===== src/rtl/traceback_unit_if.sv =====
// Traceback port bundle between traceback_unit (slave) and the MMU / decoder side (master).
interface traceback_unit_if #(
    parameter int WD_STATE    = 6,
    parameter int WD_DEPTH    = 5,
    parameter int WD_RAM_DATA = 8,
    parameter int WD_SEL      = 3
);
    logic                                i_hold;
    logic                                i_start;
    logic [WD_DEPTH-1:0]                 i_startPage;
    logic [WD_STATE-1:0]                 i_bestState;
    logic [WD_RAM_DATA-1:0]              i_dataTb;
    logic [WD_DEPTH+WD_STATE-WD_SEL-1:0] o_addressTb;
    logic                                o_tbRead;
    logic                                o_busy;
    logic                                o_decodedBit;
    logic                                o_decodeValid;
    logic                                o_done;

    modport slave (
        input  i_hold, i_start, i_startPage, i_bestState, i_dataTb,
        output o_addressTb, o_tbRead, o_busy, o_decodedBit, o_decodeValid, o_done
    );

    modport master (
        output i_hold, i_start, i_startPage, i_bestState, i_dataTb,
        input  o_addressTb, o_tbRead, o_busy, o_decodedBit, o_decodeValid, o_done
    );
endinterface


===== src/rtl/traceback_unit.sv =====
// traceback_unit: walks survivor RAM backwards from the newest page and emits decoded bits.
// Optional macro TBU_LIFO_EN buffers the decoded bits and replays them oldest-first in FLUSH.
module traceback_unit #(
    parameter int WD_STATE    = 6,
    parameter int WD_DEPTH    = 5,
    parameter int WD_RAM_DATA = 8,
    parameter int WD_SEL      = 3,
    parameter int TB_LEN      = 32,
    parameter int DEC_LEN     = 8
) (
    input logic             i_clk,
    input logic             i_rst_n,
    traceback_unit_if.slave tb
);
    localparam int MAX_LEN = (TB_LEN > DEC_LEN) ? TB_LEN : DEC_LEN;
    localparam int WD_STEP = $clog2(MAX_LEN + 1);
    localparam logic [WD_STEP-1:0] TB_LAST  = WD_STEP'(TB_LEN - 1);
    localparam logic [WD_STEP-1:0] DEC_LAST = WD_STEP'(DEC_LEN - 1);

`ifdef TBU_LIFO_EN
    typedef enum logic [2:0] {ST_IDLE, ST_TRACE, ST_DECODE, ST_FLUSH, ST_DONE} state_t;
`else
    typedef enum logic [2:0] {ST_IDLE, ST_TRACE, ST_DECODE, ST_DONE} state_t;
`endif

    state_t                 r_fsm, w_nextFsm;
    logic                   r_phase, w_nextPhase;
    logic [WD_STEP-1:0]     r_step, w_nextStep;
    logic [WD_STATE-1:0]    r_state, w_nextState;
    logic [WD_DEPTH-1:0]    r_page, w_nextPage;
    logic [WD_RAM_DATA-1:0] w_dataWord;
    logic                   w_survivor;
    logic                   w_tbRead;
    logic                   w_lifoPush;

    assign w_dataWord = tb.i_dataTb;
    assign w_survivor = w_dataWord[r_state[WD_SEL-1:0]];

    // r_phase=0 is the address cycle of a step, r_phase=1 the cycle the survivor word arrives.
    always_comb begin
        w_nextFsm   = r_fsm;
        w_nextPhase = r_phase;
        w_nextStep  = r_step;
        w_nextState = r_state;
        w_nextPage  = r_page;
        w_lifoPush  = 1'b0;
        case (r_fsm)
            ST_IDLE: begin
                if (tb.i_start) begin
                    w_nextFsm   = ST_TRACE;
                    w_nextPage  = tb.i_startPage;
                    w_nextState = tb.i_bestState;
                    w_nextStep  = '0;
                    w_nextPhase = 1'b0;
                end
            end
            ST_TRACE, ST_DECODE: begin
                if (!r_phase) begin
                    w_nextPhase = 1'b1;
                end else begin
                    w_nextPhase = 1'b0;
                    w_nextState = {r_state[WD_STATE-2:0], w_survivor};
                    w_nextPage  = r_page - 1'b1;
                    w_lifoPush  = (r_fsm == ST_DECODE);
                    if (r_fsm == ST_TRACE) begin
                        if (r_step == TB_LAST) begin
                            w_nextStep = '0;
                            w_nextFsm  = ST_DECODE;
                        end else begin
                            w_nextStep = r_step + 1'b1;
                        end
                    end else if (r_step == DEC_LAST) begin
                        w_nextStep = '0;
`ifdef TBU_LIFO_EN
                        w_nextFsm  = ST_FLUSH;
`else
                        w_nextFsm  = ST_DONE;
`endif
                    end else begin
                        w_nextStep = r_step + 1'b1;
                    end
                end
            end
`ifdef TBU_LIFO_EN
            ST_FLUSH: begin
                if (r_step == DEC_LAST) begin
                    w_nextStep = '0;
                    w_nextFsm  = ST_DONE;
                end else begin
                    w_nextStep = r_step + 1'b1;
                end
            end
`endif
            ST_DONE: w_nextFsm = ST_IDLE;
            default: w_nextFsm = ST_IDLE;
        endcase
    end

`ifdef TBU_LIFO_EN
    logic [DEC_LEN-1:0] r_lifo;
`endif

    // Hold freezes every register, which also freezes all outputs since they decode registers only.
    always_ff @(posedge i_clk or negedge i_rst_n) begin
        if (!i_rst_n) begin
            r_fsm   <= ST_IDLE;
            r_phase <= 1'b0;
            r_step  <= '0;
            r_state <= '0;
            r_page  <= '0;
`ifdef TBU_LIFO_EN
            r_lifo  <= '0;
`endif
        end else if (!tb.i_hold) begin
            r_fsm   <= w_nextFsm;
            r_phase <= w_nextPhase;
            r_step  <= w_nextStep;
            r_state <= w_nextState;
            r_page  <= w_nextPage;
`ifdef TBU_LIFO_EN
            if (w_lifoPush) begin
                r_lifo <= {r_lifo[DEC_LEN-2:0], r_state[WD_STATE-1]};
            end else if (r_fsm == ST_FLUSH) begin
                r_lifo <= {1'b0, r_lifo[DEC_LEN-1:1]};
            end
`endif
        end
    end

    assign w_tbRead       = ((r_fsm == ST_TRACE) || (r_fsm == ST_DECODE)) && !r_phase;
    assign tb.o_tbRead    = w_tbRead;
    assign tb.o_addressTb = w_tbRead ? {r_page, r_state[WD_STATE-1:WD_SEL]} : '0;
    assign tb.o_busy      = (r_fsm != ST_IDLE) && (r_fsm != ST_DONE);
    assign tb.o_done      = (r_fsm == ST_DONE);

`ifdef TBU_LIFO_EN
    // The most recently pushed bit is the oldest trellis bit, so popping restores time order.
    assign tb.o_decodeValid = (r_fsm == ST_FLUSH);
    assign tb.o_decodedBit  = (r_fsm == ST_FLUSH) && r_lifo[0];
    logic w_unusedPush;
    assign w_unusedPush = w_lifoPush;
`else
    assign tb.o_decodeValid = (r_fsm == ST_DECODE) && r_phase;
    assign tb.o_decodedBit  = (r_fsm == ST_DECODE) && r_phase && r_state[WD_STATE-1];
    logic w_unusedPush;
    assign w_unusedPush = w_lifoPush;
`endif
endmodule


===== src/flat_wrapper.sv =====
// flat-port wrapper written by rule: the top's interface ports become plain ports
module traceback_unit_flat 
#(
    parameter int WD_STATE    = 6,
    parameter int WD_DEPTH    = 5,
    parameter int WD_RAM_DATA = 8,
    parameter int WD_SEL      = 3,
    parameter int TB_LEN      = 32,
    parameter int DEC_LEN     = 8
)
  (i_clk, i_rst_n, tb_i_hold, tb_i_start, tb_i_startPage, tb_i_bestState, tb_i_dataTb, tb_o_addressTb, tb_o_tbRead, tb_o_busy, tb_o_decodedBit, tb_o_decodeValid, tb_o_done);
  traceback_unit_if #(.WD_STATE(WD_STATE), .WD_DEPTH(WD_DEPTH), .WD_RAM_DATA(WD_RAM_DATA), .WD_SEL(WD_SEL)) tb_i ();
  input logic i_clk;
  input logic i_rst_n;
  input wire logic [$bits(tb_i.i_hold)-1:0] tb_i_hold;
  input wire logic [$bits(tb_i.i_start)-1:0] tb_i_start;
  input wire logic [$bits(tb_i.i_startPage)-1:0] tb_i_startPage;
  input wire logic [$bits(tb_i.i_bestState)-1:0] tb_i_bestState;
  input wire logic [$bits(tb_i.i_dataTb)-1:0] tb_i_dataTb;
  output wire logic [$bits(tb_i.o_addressTb)-1:0] tb_o_addressTb;
  output wire logic [$bits(tb_i.o_tbRead)-1:0] tb_o_tbRead;
  output wire logic [$bits(tb_i.o_busy)-1:0] tb_o_busy;
  output wire logic [$bits(tb_i.o_decodedBit)-1:0] tb_o_decodedBit;
  output wire logic [$bits(tb_i.o_decodeValid)-1:0] tb_o_decodeValid;
  output wire logic [$bits(tb_i.o_done)-1:0] tb_o_done;
  assign tb_i.i_hold = tb_i_hold;
  assign tb_i.i_start = tb_i_start;
  assign tb_i.i_startPage = tb_i_startPage;
  assign tb_i.i_bestState = tb_i_bestState;
  assign tb_i.i_dataTb = tb_i_dataTb;
  assign tb_o_addressTb = tb_i.o_addressTb;
  assign tb_o_tbRead = tb_i.o_tbRead;
  assign tb_o_busy = tb_i.o_busy;
  assign tb_o_decodedBit = tb_i.o_decodedBit;
  assign tb_o_decodeValid = tb_i.o_decodeValid;
  assign tb_o_done = tb_i.o_done;
  traceback_unit #(.WD_STATE(WD_STATE), .WD_DEPTH(WD_DEPTH), .WD_RAM_DATA(WD_RAM_DATA), .WD_SEL(WD_SEL), .TB_LEN(TB_LEN), .DEC_LEN(DEC_LEN)) u_core (.i_clk(i_clk), .i_rst_n(i_rst_n), .tb(tb_i));
endmodule

===== config.mk =====
export PLATFORM = sky130hd
export DESIGN_NAME = traceback_unit_flat
export DESIGN_NICKNAME = d
export VERILOG_FILES = /design/src/rtl/traceback_unit_if.sv /design/src/rtl/traceback_unit.sv /design/src/flat_wrapper.sv
export SDC_FILE = /design/constraint.sdc
export NUM_CORES = 1
export LEC_CHECK = 0
export ABC_AREA = 1
export CAP_MARGIN = 20
export CORE_MARGIN = 2
export CORE_UTILIZATION = 48
export CTS_CLUSTER_DIAMETER = 40
export DETAILED_ROUTE_END_ITERATION = 6
export GPL_ROUTABILITY_DRIVEN = 0
export PLACE_DENSITY_LB_ADDON = 0.15
export SLEW_MARGIN = 20
export SYNTH_ARGS = -nofsm -noshare
export SYNTH_HDL_FRONTEND = slang
export SYNTH_SLANG_ARGS = --single-unit

===== constraint.sdc =====
create_clock -name i_clk -period 2.2 [get_ports i_clk]
set_clock_uncertainty 0.15 [all_clocks]
set_input_delay 0.44 -clock i_clk [delete_from_list [all_inputs] [get_ports i_clk]]
set_output_delay 0.44 -clock i_clk [all_outputs]
set_load 0.05 [all_outputs]

==> results of run 1 <==
-- power by group through the flow --
stage / Sequential [uW] / Clock [uW] / Combinational (uW)
2_1_floorplan: 659 / 0 / 1500
3_3_place_gp: 681 / 0 / 2100
3_5_place_dp: 689 / 0 / 2180
4_1_cts: 680 / 228 / 2250
5_1_grt: 712 / 237 / 2570
6_report: 686 / 224 / 2370
-- cell usage in the layout, fill, tap and decap left out, drive strengths merged --
| cell type | synthesis | layout |
|---|---|---|
| nand2 | 55 | 55 |
| inv | 29 | 29 |
| nor2 | 26 | 26 |
| clkdlybuf4s50 | 0 | 22 |
| dfrtp | 20 | 20 |
| buf | 5 | 19 |
| o21ai | 15 | 15 |
| nand3 | 14 | 14 |
| a21oi | 9 | 9 |
| ha | 6 | 6 |
| clkbuf | 0 | 4 |
| a31oi | 3 | 3 |
| o211ai | 2 | 2 |
| nand4 | 2 | 2 |
| xor2 | 1 | 1 |
| o22ai | 1 | 1 |
-- layout make-up --
| type | instances | area, um2 |
|---|---|---|
| Clock buffer | 4 | 36.28 |
| Tap cell | 31 | 38.79 |
| Inverter | 29 | 108.9 |
| Multi-Input combinational cell | 134 | 775.7 |
| Sequential cell | 20 | 500.5 |
| Timing Repair Buffer | 41 | 513.0 |
| Fill cell | 225 | 737.0 |
-- routing by layer --
layer	vias up	GRT usage, %	part of all wire (%)
met5	-	0	0
met4	0	9.635	2.4
met3	10	3.917	5.7
met2	56	39.37	50
met1	601	27.13	42
li1	676	-	-
-- registers in the layout (all words and copies together), names as in the netlist --
register	count
u_core.r_state	6
u_core.r_fsm	2
u_core.r_page	5
u_core.r_phase	1
u_core.r_step	6
-- worst max-delay path by stage --
| stage | cells after the start | endpoint | from |
|---|---|---|---|
| floorplan | 6 | tb_o_addressTb[0] | u_core.r_fsm[0] |
| global placement | 8 | u_core.r_step[5] | tb_i_start |
| detailed placement | 9 | u_core.r_step[5] | tb_i_start |
| CTS | 5 | tb_o_addressTb[0] | u_core.r_fsm[0] |
| global route | 5 | tb_o_addressTb[1] | u_core.r_fsm[1] |
| finish | 5 | tb_o_addressTb[1] | u_core.r_fsm[0] |
-- through the flow --
step	hold WS [ps]	worst slack (ps)	TNS (ps)	std cells
global placement	321.7	209.1	0	251
detailed placement	330.7	120.1	0	251
CTS	321.2	7.809	0	258
floorplan	-5.591	2.295	0	188
finish	310.7	54.05	0	259
global route	329.7	-2.583	-2.956	259
-- cells by family (layout without fill, tap and decap cells) --
kind of cell / count (synthesis) / after routing / synth area share, %
AND/OR/NAND/NOR: 97 / 97 / 31.43
buffers and inverters: 34 / 74 / 11.41
AO/OA/AOI/OAI: 30 / 30 / 13.47
flip-flops: 20 / 20 / 37.42
adder cells (fa/ha/maj): 6 / 6 / 5.613
XOR/XNOR: 1 / 1 / 0.6549
-- timing repair --
item                       4_1_cts  5_1_grt
resized for setup                0       10
setup buffers                    3        1
pin swaps                        1        2
setup endpoints to repair        9        9
==> results.md, run 1 <==
* Most instantiated cells after synthesis: nand2_1, inv_1, nor2_1
* GRT Util Overall at a little under a quarter
* Die width at 56.79 um
* TritonCTS buffer count at 3
* Hold Buf Count CTS at 0
* Yosys reg bits at 20
* Critical Path RT at 1610 ps
* Max Root-Sink Buffers at 2
* Post-Syn Area at 1338 um2
* Max-cap violations at 0
* Fin nets at 258
* Gr ovfl total at 0
* Critical path data arrival time at 1560 ps
* Period utilization at between 90% and 100%
* Sink Count at 20
* CP delay by family, top: flip-flops
* Largest cells by area after synthesis: dfrtp_1, nand2_1, inv_1, nor2_1, ha_1
* Vias in the first global route at 1356
* Number of diodes at 0
* RSZ-0062 raised after global routing: yes
* Ys async rst share at 100.0%
* Ports at 36
* Placed cell area at 1861 um2
* WL per Instance at around 13 um
* Final setup fails at 0
* Synthesized area per cell at 7.115 um2
* Part of the power in the clock network at 6.8%
* Pleak at between 0.0009 and 0.001 uW
* Logic pwr share at 72.3%
* Synth Flop Type: dfrtp_1
* Final wirelength at 3396 um
* Vias per inst at 5.185
* Setup slack, reg-to-reg at 210 ps
* P_sw at 1695 uW
* CP Buf/Inv Count at 2
* Final hold vios at 0
* Peak VDD IR at 1.747 mV
* H-tree depth at 1
* Largest net degree at the start of global routing at 28
* Count of final max-slew check failures at 0
* Number of synthesized flops with an enable pin at 0
* Worst-Margin Slew at 375.5 ps
* CTS tree: yes
* Skew-Pair Late Insertion Delay at 310 ps
* Yosys warns at 0
* Final Critical Period at roughly 2100 ps
* Crit path max fanout at 7
* Element type at the critical path start: register
* CP endpoint kind: output pin
* DRT antenna net count at 0
* Top-count cell post-synth: nand2_1
* Crit-path slowest cell: dfrtp_1
* Hpwl dp at 2469 um
* Die Span Y at 56.79 um
* Final instance area at 1973 um2
* Post-Synthesis Cells at 188
* Area growth syn-to-layout at 47.52%
* R2R cell count at 9
* Worst hold path type: in2async
* Internal power at 1584 uW
* CP Cell Sequence: inv_1 -> ha_4 -> nand2_1 -> nor2_4 -> buf_12
* CTS clock-pin slew for the worst setup and hold paths at about 120 ps
* Count of different cell masters after synthesis at 24
* Rel. slew slack at 74.97%
* # rows at 19
* Die area at between 3000 and 4000 um2
* Sequential share of power at 20.9%
* Outcome: finished, final reports clean
* Vias at 1343
* Fin util at 72.81%
* Cell Pwr Density at 1662 nW/um2
* FF-to-FF Start: u_core.r_fsm[0]
* Top cell type's share of synthesized area at 37.42%
* Total Power at 3279 uW
* Initial antenna violation count at 0
* Setup CP Type: reg2out
* Syn nets at 217
* Fraction of layout cells with a size suffix above 1 at 19.74%
* Core Area at 2710 um2
* DR iter-0 viols at 33
* First-pass GRT wire length at about 5800 um
* DRC violations left at 0
* R2R Path End: u_core.r_step[5]
* Switching Share at 51.70%
* Fmax at around 470 MHz
* Cell accounting for the most synthesized area: dfrtp_1
* Root Driver: clkbuf_4
* Seq/Total Area, Yosys at 37.42%
* CP peak stage delay at approximately 400 ps
* Port Buffer Count at 35
* 1st-pass router iterations at 4
* Initial Utilization at between 40% and 50%
No activity file was read; power rests on OpenSTA's default activity.
==> run 2: changes to the inputs <==
CAP_MARGIN = unset   (was 20)
SLEW_MARGIN = 25   (was 20)
==> results of run 2 <==
Final layout, timing and power as in run 1 (identical DEF).
